--- src/rtl/avalon_st_arbiter_pkg.sv ---
// Shared definitions for the Avalon-ST packet arbiter and related schedulers.
//   ST_IDLE / ST_BUSY : arbiter state encoding
//   DEF_DATA_W        : default data width per source
//   DEF_MAX_BEATS     : default beat limit per packet
//   RR_MAX_SRC        : widest request vector rr_next() handles
//   rr_next()         : round-robin search for the next requester
package avalon_st_pkg;

  localparam logic [0:0] ST_IDLE = 1'b0;
  localparam logic [0:0] ST_BUSY = 1'b1;

  localparam int DEF_DATA_W    = 8;
  localparam int DEF_MAX_BEATS = 16;
  localparam int RR_MAX_SRC    = 4;

  // Returns the first set bit of req found by searching upward from last+1,
  // wrapping modulo num. Candidates are visited farthest-first so the nearest
  // one overwrites the result. Returns last when req has no bit set; callers
  // qualify the result with |req.
  function automatic logic [1:0] rr_next(input logic [RR_MAX_SRC-1:0] req,
                                         input logic [1:0]            last,
                                         input int                    num);
    logic [1:0] res;
    int         cand;
    res = last;
    for (int k = RR_MAX_SRC; k >= 1; k--) begin
      if (k <= num) begin
        cand = (int'(last) + k) % num;
        if (req[cand[1:0]]) res = cand[1:0];
      end
    end
    return res;
  endfunction

endpackage

--- src/rtl/avalon_st_arbiter_if.sv ---
// Streaming bundle between NUM_SRC sources, the arbiter and one sink.
//   in_valid/in_data/in_eop : per-source beat; source i uses in_data[i*DATA_W +: DATA_W]
//   in_ready                : per-source ready back from the arbiter
//   out_valid/out_data/out_eop/out_ready : the shared sink handshake
// Modports: slave = arbiter view, master = environment (sources + sink) view.
interface avalon_st_arbiter_if
  import avalon_st_pkg::*;
#(
  parameter int NUM_SRC = 3,
  parameter int DATA_W  = DEF_DATA_W
) ();

  logic [NUM_SRC-1:0]        in_valid;
  logic [NUM_SRC*DATA_W-1:0] in_data;
  logic [NUM_SRC-1:0]        in_eop;
  logic [NUM_SRC-1:0]        in_ready;
  logic                      out_valid;
  logic [DATA_W-1:0]         out_data;
  logic                      out_eop;
  logic                      out_ready;

  modport slave (
    input  in_valid, in_data, in_eop, out_ready,
    output in_ready, out_valid, out_data, out_eop
  );

  modport master (
    output in_valid, in_data, in_eop, out_ready,
    input  in_ready, out_valid, out_data, out_eop
  );

endinterface

--- src/rtl/avalon_st_arbiter_rr_picker.sv ---
// Combinational round-robin picker.
//   req    : request vector, one bit per source
//   last   : index granted most recently (search starts just above it)
//   found  : 1 when any request is present
//   winner : index of the chosen requester (valid when found=1)
module rr_picker
  import avalon_st_pkg::*;
#(
  parameter int NUM_SRC = 3,
  parameter int IW      = 2
) (
  input  logic [NUM_SRC-1:0] req,
  input  logic [IW-1:0]      last,
  output logic               found,
  output logic [IW-1:0]      winner
);

  logic [RR_MAX_SRC-1:0] req_pad;
  logic [1:0]            last_pad;

  always_comb begin
    req_pad              = '0;
    req_pad[NUM_SRC-1:0] = req;
  end

  assign last_pad = 2'(last);
  assign found    = |req;
  assign winner   = IW'(rr_next(req_pad, last_pad, NUM_SRC));

endmodule

--- src/rtl/avalon_st_arbiter.sv ---
// Packet-locked round-robin arbiter sharing one Avalon-ST sink among NUM_SRC
// sources. A granted source owns the sink until its end-of-packet beat is
// accepted, or until MAX_BEATS beats have gone through, in which case the last
// beat is presented with out_eop forced high and trunc_count is bumped.
// Ports:
//   clk         : clock, rising edge
//   resetn      : synchronous reset, active HIGH despite its name
//   st          : streaming bundle (slave modport)
//   grant_id    : owning source, meaningful while busy=1
//   busy        : a packet is in progress
//   trunc_count : forced releases so far, saturating at 255
module avalon_st_arbiter
  import avalon_st_pkg::*;
#(
  parameter int NUM_SRC   = 3,
  parameter int DATA_W    = DEF_DATA_W,
  parameter int MAX_BEATS = DEF_MAX_BEATS
) (
  input  logic                       clk,
  input  logic                       resetn,
  avalon_st_arbiter_if.slave         st,
  output logic [$clog2(NUM_SRC)-1:0] grant_id,
  output logic                       busy,
  output logic [7:0]                 trunc_count
);

  localparam int GW = $clog2(NUM_SRC);

  logic [0:0]         state;
  logic [GW-1:0]      last_grant;
  logic [7:0]         beat_cnt;
  logic               found;
  logic [GW-1:0]      winner;

  logic               out_valid_c;
  logic [DATA_W-1:0]  out_data_c;
  logic               out_eop_c;
  logic [NUM_SRC-1:0] in_ready_c;
  logic               limit_beat;
  logic               accept;

  // Only consulted in IDLE; in BUSY the lock is held regardless of requests.
  rr_picker #(.NUM_SRC(NUM_SRC), .IW(GW)) u_picker (
    .req    (st.in_valid),
    .last   (last_grant),
    .found  (found),
    .winner (winner)
  );

  assign limit_beat = (beat_cnt == 8'(MAX_BEATS - 1));

  // NOTE: every output of this block gets a default before the BUSY branch,
  // otherwise the IDLE path would hold the old value and infer a latch.
  always_comb begin
    out_valid_c = 1'b0;
    out_data_c  = '0;
    out_eop_c   = 1'b0;
    in_ready_c  = '0;
    if (state == ST_BUSY) begin
      out_valid_c          = st.in_valid[grant_id];
      out_data_c           = st.in_data[grant_id*DATA_W +: DATA_W];
      out_eop_c            = st.in_eop[grant_id] | limit_beat;
      in_ready_c[grant_id] = st.out_ready;
    end
  end

  assign accept       = out_valid_c & st.out_ready;
  assign st.out_valid = out_valid_c;
  assign st.out_data  = out_data_c;
  assign st.out_eop   = out_eop_c;
  assign st.in_ready  = in_ready_c;
  assign busy         = (state == ST_BUSY);

  // NOTE: registers are updated with non-blocking assignments so every read
  // in this block sees the pre-edge value, matching the hardware.
  always_ff @(posedge clk) begin
    if (resetn) begin
      state       <= ST_IDLE;
      grant_id    <= '0;
      last_grant  <= GW'(NUM_SRC - 1);
      beat_cnt    <= '0;
      trunc_count <= '0;
    end else begin
      case (state)
        ST_IDLE: begin
          // Grant takes effect next cycle; nothing moves in the IDLE cycle.
          if (found) begin
            grant_id <= winner;
            beat_cnt <= '0;
            state    <= ST_BUSY;
          end
        end
        default: begin
          if (accept) begin
            if (out_eop_c) begin
              state      <= ST_IDLE;
              last_grant <= grant_id;
              beat_cnt   <= '0;
              // Released by the beat limit rather than by the source's own eop.
              if (!st.in_eop[grant_id] && trunc_count != 8'hFF)
                trunc_count <= trunc_count + 8'd1;
            end else begin
              beat_cnt <= beat_cnt + 8'd1;
            end
          end
        end
      endcase
    end
  end

endmodule

--- src/flat_wrapper.sv ---
// flat-port wrapper written by rule: the top's interface ports become plain ports
module avalon_st_arbiter_flat import avalon_st_pkg::*;
#(
  parameter int NUM_SRC   = 3,
  parameter int DATA_W    = DEF_DATA_W,
  parameter int MAX_BEATS = DEF_MAX_BEATS
)
  (clk, resetn, grant_id, busy, trunc_count, st_in_valid, st_in_data, st_in_eop, st_out_ready, st_in_ready, st_out_valid, st_out_data, st_out_eop);
  avalon_st_arbiter_if #(.NUM_SRC(NUM_SRC), .DATA_W(DATA_W)) st_i ();
  input  logic clk;
  input  logic resetn;
  output logic [$clog2(NUM_SRC)-1:0] grant_id;
  output logic busy;
  output logic [7:0] trunc_count;
  input wire logic [$bits(st_i.in_valid)-1:0] st_in_valid;
  input wire logic [$bits(st_i.in_data)-1:0] st_in_data;
  input wire logic [$bits(st_i.in_eop)-1:0] st_in_eop;
  input wire logic [$bits(st_i.out_ready)-1:0] st_out_ready;
  output wire logic [$bits(st_i.in_ready)-1:0] st_in_ready;
  output wire logic [$bits(st_i.out_valid)-1:0] st_out_valid;
  output wire logic [$bits(st_i.out_data)-1:0] st_out_data;
  output wire logic [$bits(st_i.out_eop)-1:0] st_out_eop;
  assign st_i.in_valid = st_in_valid;
  assign st_i.in_data = st_in_data;
  assign st_i.in_eop = st_in_eop;
  assign st_i.out_ready = st_out_ready;
  assign st_in_ready = st_i.in_ready;
  assign st_out_valid = st_i.out_valid;
  assign st_out_data = st_i.out_data;
  assign st_out_eop = st_i.out_eop;
  avalon_st_arbiter #(.NUM_SRC(NUM_SRC), .DATA_W(DATA_W), .MAX_BEATS(MAX_BEATS)) u_core (.clk(clk), .resetn(resetn), .st(st_i), .grant_id(grant_id), .busy(busy), .trunc_count(trunc_count));
endmodule
--- config.mk ---
export PLATFORM = sky130hd
export DESIGN_NAME = avalon_st_arbiter_flat
export DESIGN_NICKNAME = d
export VERILOG_FILES = /design/src/rtl/avalon_st_arbiter_pkg.sv /design/src/rtl/avalon_st_arbiter_if.sv /design/src/rtl/avalon_st_arbiter_rr_picker.sv /design/src/rtl/avalon_st_arbiter.sv /design/src/flat_wrapper.sv
export SDC_FILE = /design/constraint.sdc
export NUM_CORES = 1
export LEC_CHECK = 0
export BUFFER_PORTS_ARGS = -buffer_cell sky130_fd_sc_hd__clkbuf_2
export CORE_MARGIN = 2
export CORE_UTILIZATION = 45
export CTS_CLUSTER_DIAMETER = 120
export DETAILED_ROUTE_END_ITERATION = 7
export PLACE_DENSITY = 0.74
export RECOVER_POWER = 100
export SLEW_MARGIN = 20
export SYNTH_ARGS = -nofsm -noshare
export SYNTH_HDL_FRONTEND = slang
export SYNTH_SLANG_ARGS = --single-unit
--- constraint.sdc ---
create_clock -name clk -period 2.6 [get_ports clk]
set_input_delay 0.52 -clock clk [delete_from_list [all_inputs] [get_ports clk]]
set_output_delay 0.52 -clock clk [all_outputs]
set_load 0.005 [all_outputs]
# Word level (Yosys, flattened, before mapping)
# Cells that the tools add are included.
[classes]
div = 3
reduce_logical = 9
addsub = 5
bitwise_logic = 4
muxes = 27
n_eq_ne = 3
shifts = 1
n_lt_le_gt_ge = 5
[ops]
columns = ["operator", "count"]
rows = [
  ["32-bit by 3-bit remainder unit with 32-bit output, second input constant", 3],
  ["8-bit two-way mux", 5],
  ["24-bit by 6-bit indexed part select with 8-bit output", 1],
  ["8-bit by 1-bit adder with 8-bit output, second input constant", 2],
  ["2-bit by 3-bit less-than comparator with 1-bit output, second input constant", 4],
  ["1-bit two-way mux", 12],
  ["1-bit binary-select mux with 2-bit select", 5],
  ["8-bit by 4-bit == test with 1-bit output, second input constant", 1],
  ["8-bit inequality test, second input constant", 1],
  ["2-bit by 2-bit adder with 3-bit output, second input constant", 2],
  ["2-bit two-way mux", 3],
  ["2-bit AND reduction", 2],
  ["4-bit AND reduction", 1],
  ["2-bit by 1-bit adder with 3-bit output, second input constant", 1],
  ["3-bit bitwise AND", 1],
  ["3-bit two-way mux", 1],
  ["3-bit AND reduction", 1],
  ["3-bit OR reduction", 1],
  ["1-bit demux with 2-bit select", 1],
  ["2-bit by 1-bit >= comparator with 1-bit output, second input constant", 1],
  ["1-bit logical AND", 2],
  ["2-bit inequality test, second input constant", 1],
  ["2-bit nonzero test", 1],
  ["1-bit bitwise AND", 1],
  ["other kinds (3)", 3],
]
[totals]
regBits = 21
in_bits = 33

# Depth between registers and ports, before layout
# Gate-level depths: netlist (run 1).
[logic_depth]
ltp_word = 7
ltp_mapped = 7
depth_no_buf = 7

# Cells and area by module
# From an unflattened synthesis (run 1), not the netlist that was laid out.
[unflattened]
hier_cells = 192
area_unflattened_um2 = 1542.7
[by_module_without_submodules]
columns = ["module", "cells_each", "n_inst", "area_each_um2"]
rows = [
  ["avalon_st_arbiter", 164, 1, 1366.3],
  ["rr_picker", 28, 1, 176.4],
]

# Least setup slack after synthesis (run 1)
# Ideal clock, no wire load.
[synth_path]
path_type = "register to register"
startpoint = "register u_core.beat_cnt[4]"
endpoint = "register u_core.trunc_count[2]"
arrival_ns = 1.836
period_less_slack_ns = 1.906
slack_ns = 0.694
stages_incl_launch_ff = 7
path_buffers = 1
required_ns = 2.530
path_cell_list = "dfxtp_1 or4_4 a311oi_2 nand4b_2 buf_6 or3_1 a21oi_1"
[synth_between]
elab_chain_len = 4
[synth_rtl]
columns = ["item", "line", "source"]
rows = [
  ["start: declaration", "avalon_st_arbiter.sv:31", "logic [7:0] beat_cnt;"],
  ["start signal: assignment", "avalon_st_arbiter.sv:103", "beat_cnt <= beat_cnt + 8'd1;"],
  ["8-bit by 4-bit == test with 1-bit output", "avalon_st_arbiter.sv:50", "assign limit_beat = (beat_cnt == 8'(MAX_BEATS - 1));"],
  ["1-bit OR", "avalon_st_arbiter.sv:62", "out_eop_c = st.in_eop[grant_id] | limit_beat;"],
  ["1-bit two-way mux", "avalon_st_arbiter.sv:59", "if (state == ST_BUSY) begin"],
  ["4-bit AND reduction (no source line)", "n/a", ""],
  ["end signal: assignment", "avalon_st_arbiter.sv:101", "trunc_count <= trunc_count + 8'd1;"],
  ["end: declaration", "avalon_st_arbiter.sv:24", "output logic [7:0] trunc_count"],
]
# Every way passes these cells.
# A chain may end at the register's enable or synchronous reset.

# Final worst setup path (run 1)
[layout_path]
startpoint = "register u_core.grant_id[0]"
endpoint = "output st_out_eop"
[layout_between]
elab_chain_len = 4
[layout_rtl]
columns = ["item", "line", "source"]
rows = [
  ["start: declaration", "avalon_st_arbiter.sv:22", "output logic [$clog2(NUM_SRC)-1:0] grant_id,"],
  ["start signal: assignment", "avalon_st_arbiter.sv:88", "grant_id <= winner;"],
  ["1-bit binary-select mux with 2-bit select", "avalon_st_arbiter.sv:62", ""],
  ["1-bit two-way mux (not written as such)", "avalon_st_arbiter.sv:62", ""],
  ["1-bit OR", "avalon_st_arbiter.sv:62", ""],
  ["1-bit two-way mux", "avalon_st_arbiter.sv:59", ""],
  ["end: declaration", "flat_wrapper.sv:22", "output wire logic [$bits(st_i.out_eop)-1:0] st_out_eop;"],
]
# Every way passes these cells. The select of a mux whose other input is x is not followed.

==> out/metrics.cfg, run 1 <==
[outcome]
status = finished, final reports clean

[grt]
grt_overflow = 0
grt_first_pass_wirelength_um = 6170
grtUsageTotal_pct = 18.4
grt_max_degree = 19
grt_pass1_vias = 1432
antenna_found_initial = 0

[die]
core_area_um2 = 3340
die_area_um2 = 3970
start_util_pct = 47.0
die-height_um = 63.0
rows = 21
die_x_um = 63.0
pin_count = 57

[placement]
place.gp.congestion = 0.820
dpl.hpwl_um = 2760
io_buffers = 56
place_area_um2 = 1840

[setup_path]
arrival_ps = 1890
crit_path_end = st_out_eop
reg2regPathDepth = 5
crit_path_start = u_core.grant_id[0]$_SDFFE_PP0P_
r2r_slack_ps = 380
worst-path-max-fanout = 11
rr_endpoint = u_core.trunc_count[5]$_SDFFE_PP0P_
startpoint_type = register
worstReg2RegStart = u_core.beat_cnt[4]$_SDFFE_PP0P_
end_kind = output pin
criticalPathCategory = register to output pin
required_ps = 2080

[synth]
yosysWarningCount = 0
synth_xor_area_share_pct = 0.559
synth-seq-area-share_pct = 26.8
synthAdderAreaFrac_pct = 4.79
synth_mux_area_share_pct = 8.30
syn-cell-area_um2 = 1570
yosys.area_share.simple_pct = 29.4
synthTopCellsByArea = dfxtp_1 (27%), mux2i_1 (8.3%), o21ai_0 (8.0%)
ys_types = 48
synth_ff_type = dfxtp_1
synth_edf_count = 0
async_flop_share_pct = 0
syn_area_per_cell_um2 = 7.88
synth_nets = 238
synth_top_family_by_area = simple AND/OR/NAND/NOR gates
ys_seq_elements = 21
synth_cells = 199
synth_compound_area_share_pct = 22.5
synth_top_area_share_pct = 26.8
yosysTopAreaCell = dfxtp_1

[job]
cap_violations = 0

[finish]
multi_input_area_um2 = 1030
final_area_um2 = 1860
syn_to_final_growth_pct = 18.4
num-fill-cells = 348
seqCellArea_um2 = 420
layout-drive-gt1-share_pct = 24.3
nNetsFinal = 291
diodes = 0

[timing]
fin_crit_sh_pct = 92.8
hold_viol_final = 0
fmax_mhz = 414
tightest_slew_ps = 667
maxSlewViolCount = 0
clock_skew_ps = 2.19
rsz0062_at_grt = false
final.setup.tns_ps = 0
slew_headroom_pct = 55.5
layout_min_cycle_time_ps = 2410
setup_viol_count_final = 0

[clocking]
path_clk_slew_ps = 110
cts_tree = done
clock_sinks = 21
ctsLongestPathBuffers = 2
cts_hold_buf = 0
numCtsBuffers = 3
worstSkewPairLatency_ps = 300
cts_max_level = 1
post_cts_resized = 0
post_cts_buffers = 0
clock_tree.root_cell = clkbuf_4

[drt]
drt_wl_total_um = 3660
dr.pass1.iters = 4
drt-vias-per-instance = 5.49
vias = 1631
drt-wirelength-per-cell_um = 12.3
antenna_left = 0
drc_errors = 0
drtIter0Drc = 114

[power]
pwr-share-seq_pct = 46.0
ir_drop_mv = 0.255
sw_frac_of_total_pct = 32.9
p_clk_share_pct = 20.4
share_comb_of_total_power_pct = 33.6
intPower_uw = 508
leakagePower_uw = 0.000766
powerDensity_nw_per_um2 = 408
netSwitchingPower_uw = 249

[worst_hold_path]
hold_path.class = register to register

sequential cells by signal, indices dropped and copies added, names as in the netlist:
register,flops
u_core.beat_cnt,8
u_core.trunc_count,8
u_core.grant_id,2
u_core.last_grant,2
u_core.busy,1
power groups by stage:
stage / Combinational [uW] / Sequential [uW] / Clock (uW)
after floorplan: 185 / 346 / 0
after global placement: 261 / 355 / 0
after detailed placement: 262 / 356 / 0
after CTS: 263 / 349 / 160
after global routing: 286 / 351 / 175
final: 254 / 348 / 155
metal layers:
metal / wire length [um] / vias up / share of wire (%) / track usage [%]
met5: 0 / - / 0 / 0
met3: 174 / 2 / 4.7 / 4.14
met4: 14 / 0 / 0.38 / 3.06
met2: 1700 / 41 / 46 / 30.9
li1: - / 833 / - / -
met1: 1780 / 755 / 48 / 24.2
cell usage after synthesis, types with 2 or more instances:
cell and number:
buf_12 2, nand4_1 2, and3_1 3, nor2b_1 2, and2_1 11, nor3_1 6
clkbuf_1 5, a311oi_1 2, ha_1 6, nor2_1 10, o21ai_0 25, o211ai_1 2
nand2_1 17, or4_1 2, nand2b_1 5, nand3b_1 2, dfxtp_1 21, o22ai_1 2
o31ai_1 4, mux2i_1 13, or3_1 7, a21oi_1 9, nand3_1 9, inv_1 7
nor3b_1 2
critical path, cell delays in order, from the launching register on:
cell	delay [ps]
dfxtp_1	510
and2b_2	330
a2bb2oi_1	270
o21ai_0	190
and2_0	190
clkbuf_2	110
per-stage QoR:
| stage | total power (uW) | hold slack (ps) | worst slack (ps) | instances | utilization (%) |
|---|---|---|---|---|---|
| finish | 757 | 507 | 186 | 297 | 55.6 |
| global route | 812 | 535 | 30.5 | 297 | 55.6 |
| CTS | 772 | 512 | 197 | 297 | 56.0 |
| detailed placement | 618 | 496 | 416 | 293 | 55.2 |
| global placement | 616 | 494 | 485 | 293 | 55.2 |
| floorplan | 531 | 459 | 694 | 199 | - |
worst min-delay path by stage:
stage,startpoint,end,cells past startpoint
3_5_place_dp,u_core.trunc_count[6]$_SDFFE_PP0P_,u_core.trunc_count[6]$_SDFFE_PP0P_,2
3_3_place_gp,u_core.trunc_count[6]$_SDFFE_PP0P_,u_core.trunc_count[6]$_SDFFE_PP0P_,2
4_1_cts,u_core.trunc_count[6]$_SDFFE_PP0P_,u_core.trunc_count[6]$_SDFFE_PP0P_,2
5_1_grt,u_core.trunc_count[6]$_SDFFE_PP0P_,u_core.trunc_count[6]$_SDFFE_PP0P_,2
2_1_floorplan,u_core.beat_cnt[6]$_SDFFE_PP0P_,u_core.beat_cnt[6]$_SDFFE_PP0P_,1
6_report,u_core.trunc_count[6]$_SDFFE_PP0P_,u_core.trunc_count[6]$_SDFFE_PP0P_,2
kinds of logic after synthesis:
| family | after synthesis |
|---|---|
| simple gates | 83 |
| compound gates | 56 |
| flops | 21 |
| buf+inv | 19 |
| mux | 13 |
| fa+ha+maj | 6 |
| xor+xnor | 1 |
layout by cell type (no fill, tap or decap), types with 2 or more instances in the layout:
cell type and count:
clkbuf_4 3, o31ai_1 4, clkbuf_2 51, nand2b_1 5, o211ai_1 2, nor3_1 6, and3_1 3, and2_0 9
nor2b_1 2, inv_1 7, nand4_1 2, nor3b_1 2, nand3b_1 2, clkbuf_1 8, nand2_1 17, or3_1 7
buf_4 2, a21oi_1 9, ha_1 6, a311oi_1 2, nor2_1 10, and2_1 2, nand3_1 9, or4_1 2
dfxtp_1 21, o21ai_0 25, mux2i_1 13, o22ai_1 2
cell type report:
cell class | count | share of cell area, %
multi-input cells | 159 | 55.4
repair buffers | 60 | 16.0
well taps | 46 | 3.10
clock buffers | 4 | 1.42
flip-flops and latches | 21 | 22.7
inverters | 7 | 1.42
No activity file was read; power rests on OpenSTA's default activity.
==> run 2, diff against run 1 <==
- CELL_PAD_IN_SITES_DETAIL_PLACEMENT: unset -> 0
- CELL_PAD_IN_SITES_GLOBAL_PLACEMENT: unset -> 1
- CORE_UTILIZATION: 45 -> 35
- GPL_ROUTABILITY_DRIVEN: unset -> 0
- PLACE_DENSITY: 0.74 -> unset
- PLACE_DENSITY_LB_ADDON: unset -> 0.1
- TNS_END_PERCENT: unset -> 50
==> out/metrics.cfg, run 2 (synthesized netlist as in run 1, its figures left out) <==
[outcome]
status = finished, final reports clean

[grt]
grt_overflow = 0
antenna_found_initial = 0
met1_usage_pct = 23.9
grtUsageMet3_pct = 4.27
grt_pass1_vias = 1450
grt_max_degree = 19
use_met2_pct = 25.8
grt_first_pass_wirelength_um = 6860
busiest_layer = met2
grtUsageTotal_pct = 16.6

[drt]
drc_errors = 0
drt_wl_total_um = 4060
drt-vias-per-instance = 5.15
antenna_left = 0
dr.pass1.iters = 4
vias = 1567
drtIter0Drc = 91
drt-wirelength-per-cell_um = 13.3

[placement]
place_area_um2 = 1860
dpl.hpwl_um = 3010
io_buffers = 56

[worst_hold_path]
hold_path.class = register to register

[finish]
final_area_um2 = 1880
layout-drive-gt1-share_pct = 24.2
num-fill-cells = 480
nNetsFinal = 292
syn_to_final_growth_pct = 20.1
diodes = 0
mostFrequentLayoutCells = clkbuf_2 (52), o21ai_0 (25), dfxtp_1 (21), nand2_1 (17), mux2i_1 (13)
layout_commonest_cell = clkbuf_2
top_regs = u_core.beat_cnt: 8 flops, u_core.trunc_count: 8 flops

[setup_path]
required_ps = 2790
startpoint_type = register
cp_slowest_stage_delay_ps = 580
arrival_ps = 2470
cpMaxStageDelayCell = or4_4
worst-path-max-fanout = 14
path_buf_inv = 0
critical_path.top_delay_family = simple AND/OR/NAND/NOR gates
criticalPathCategory = register to register
end_kind = register
worstPathCellList = or4_4, a311oi_1, nand4b_2, or4_1, a21oi_1

[timing]
maxSlewViolCount = 0
tightest_slew_ps = 691
rsz0062_at_grt = false
layout_min_cycle_time_ps = 2280
fin_crit_sh_pct = 87.5
hold_viol_final = 0
clock_skew_ps = 2.49
slew_headroom_pct = 53.9
setup_viol_count_final = 0
final.setup.tns_ps = 0
fmax_mhz = 440
whs_ps = 509

[die]
pin_count = 57
rows = 24
start_util_pct = 36.3
die_area_um2 = 5030
die_x_um = 70.9
core_area_um2 = 4320
die-height_um = 70.9

[clocking]
numCtsBuffers = 3
path_clk_slew_ps = 80
clock_tree.root_cell = clkbuf_8
cts_max_level = 1
cts_hold_buf = 0
worstSkewPairLatency_ps = 260
cts_tree = done
ctsLongestPathBuffers = 2
post_cts_resized = 0
post_cts_buffers = 0
clock_sinks = 21

[power]
ir_drop_mv = 0.260
power_uw = 828
powerDensity_nw_per_um2 = 440
leakagePower_uw = 0.000781

[job]
cap_violations = 0

run 2: changes by cell type in the layout (fill, tap and decap cells not counted):
cell,before,now
a311oi_1,2,3
a311oi_2,1,0
and2b_1,0,1
and2b_2,1,0
buf_4,2,3
clkbuf_1,8,7
clkbuf_2,51,52
clkbuf_4,3,0
clkbuf_8,0,3
run 2: power by group:
| part | internal (uW) | switching (uW) |
|---|---|---|
| combinational | 119 | 147 |
| clock | 109 | 109 |
| sequential | 331 | 12.6 |
| total | 559 | 269 |
run 2: final timing paths:
check	start	end	slack (ps)	cells past startpoint
worst min-delay path	u_core.trunc_count[6]$_SDFFE_PP0P_	u_core.trunc_count[6]$_SDFFE_PP0P_	510	2
worst max-delay path	u_core.beat_cnt[4]$_SDFFE_PP0P_	u_core.trunc_count[5]$_SDFFE_PP0P_	320	5
worst max register to register	u_core.beat_cnt[4]$_SDFFE_PP0P_	u_core.trunc_count[5]$_SDFFE_PP0P_	320	5
worst min register to register	u_core.trunc_count[6]$_SDFFE_PP0P_	u_core.trunc_count[6]$_SDFFE_PP0P_	510	2
run 2: area by class of cell:
type	instances	area, um^2	area share (%)
Multi-Input combinational cell	159	1020	54.2
Sequential cell	21	420	22.3
Timing Repair Buffer	61	305	16.2
Tap cell	52	65.1	3.46
Clock buffer	4	45.0	2.39
Inverter	7	26.3	1.40
run 2: layer usage:
layer | vias up | wire [um]
met1 | 694 | 1970
met5 | - | 0
met4 | 0 | 19
li1 | 832 | -
met2 | 39 | 1800
met3 | 2 | 265
run 2: tightest hold or removal path, delay by kind of cell, from the launching register on:
family	cells	cell delay (ps)
DFF	1	330
AOI/OAI and AO/OA	2	130
run 2: per-stage QoR:
step	setup slack (ps)	cells	util, %
after detailed placement	412	300	43.0
after global routing	99.4	304	43.5
after floorplan	694	199	-
after CTS	328	304	44.0
final	325	304	43.5
after global placement	446	300	43.0
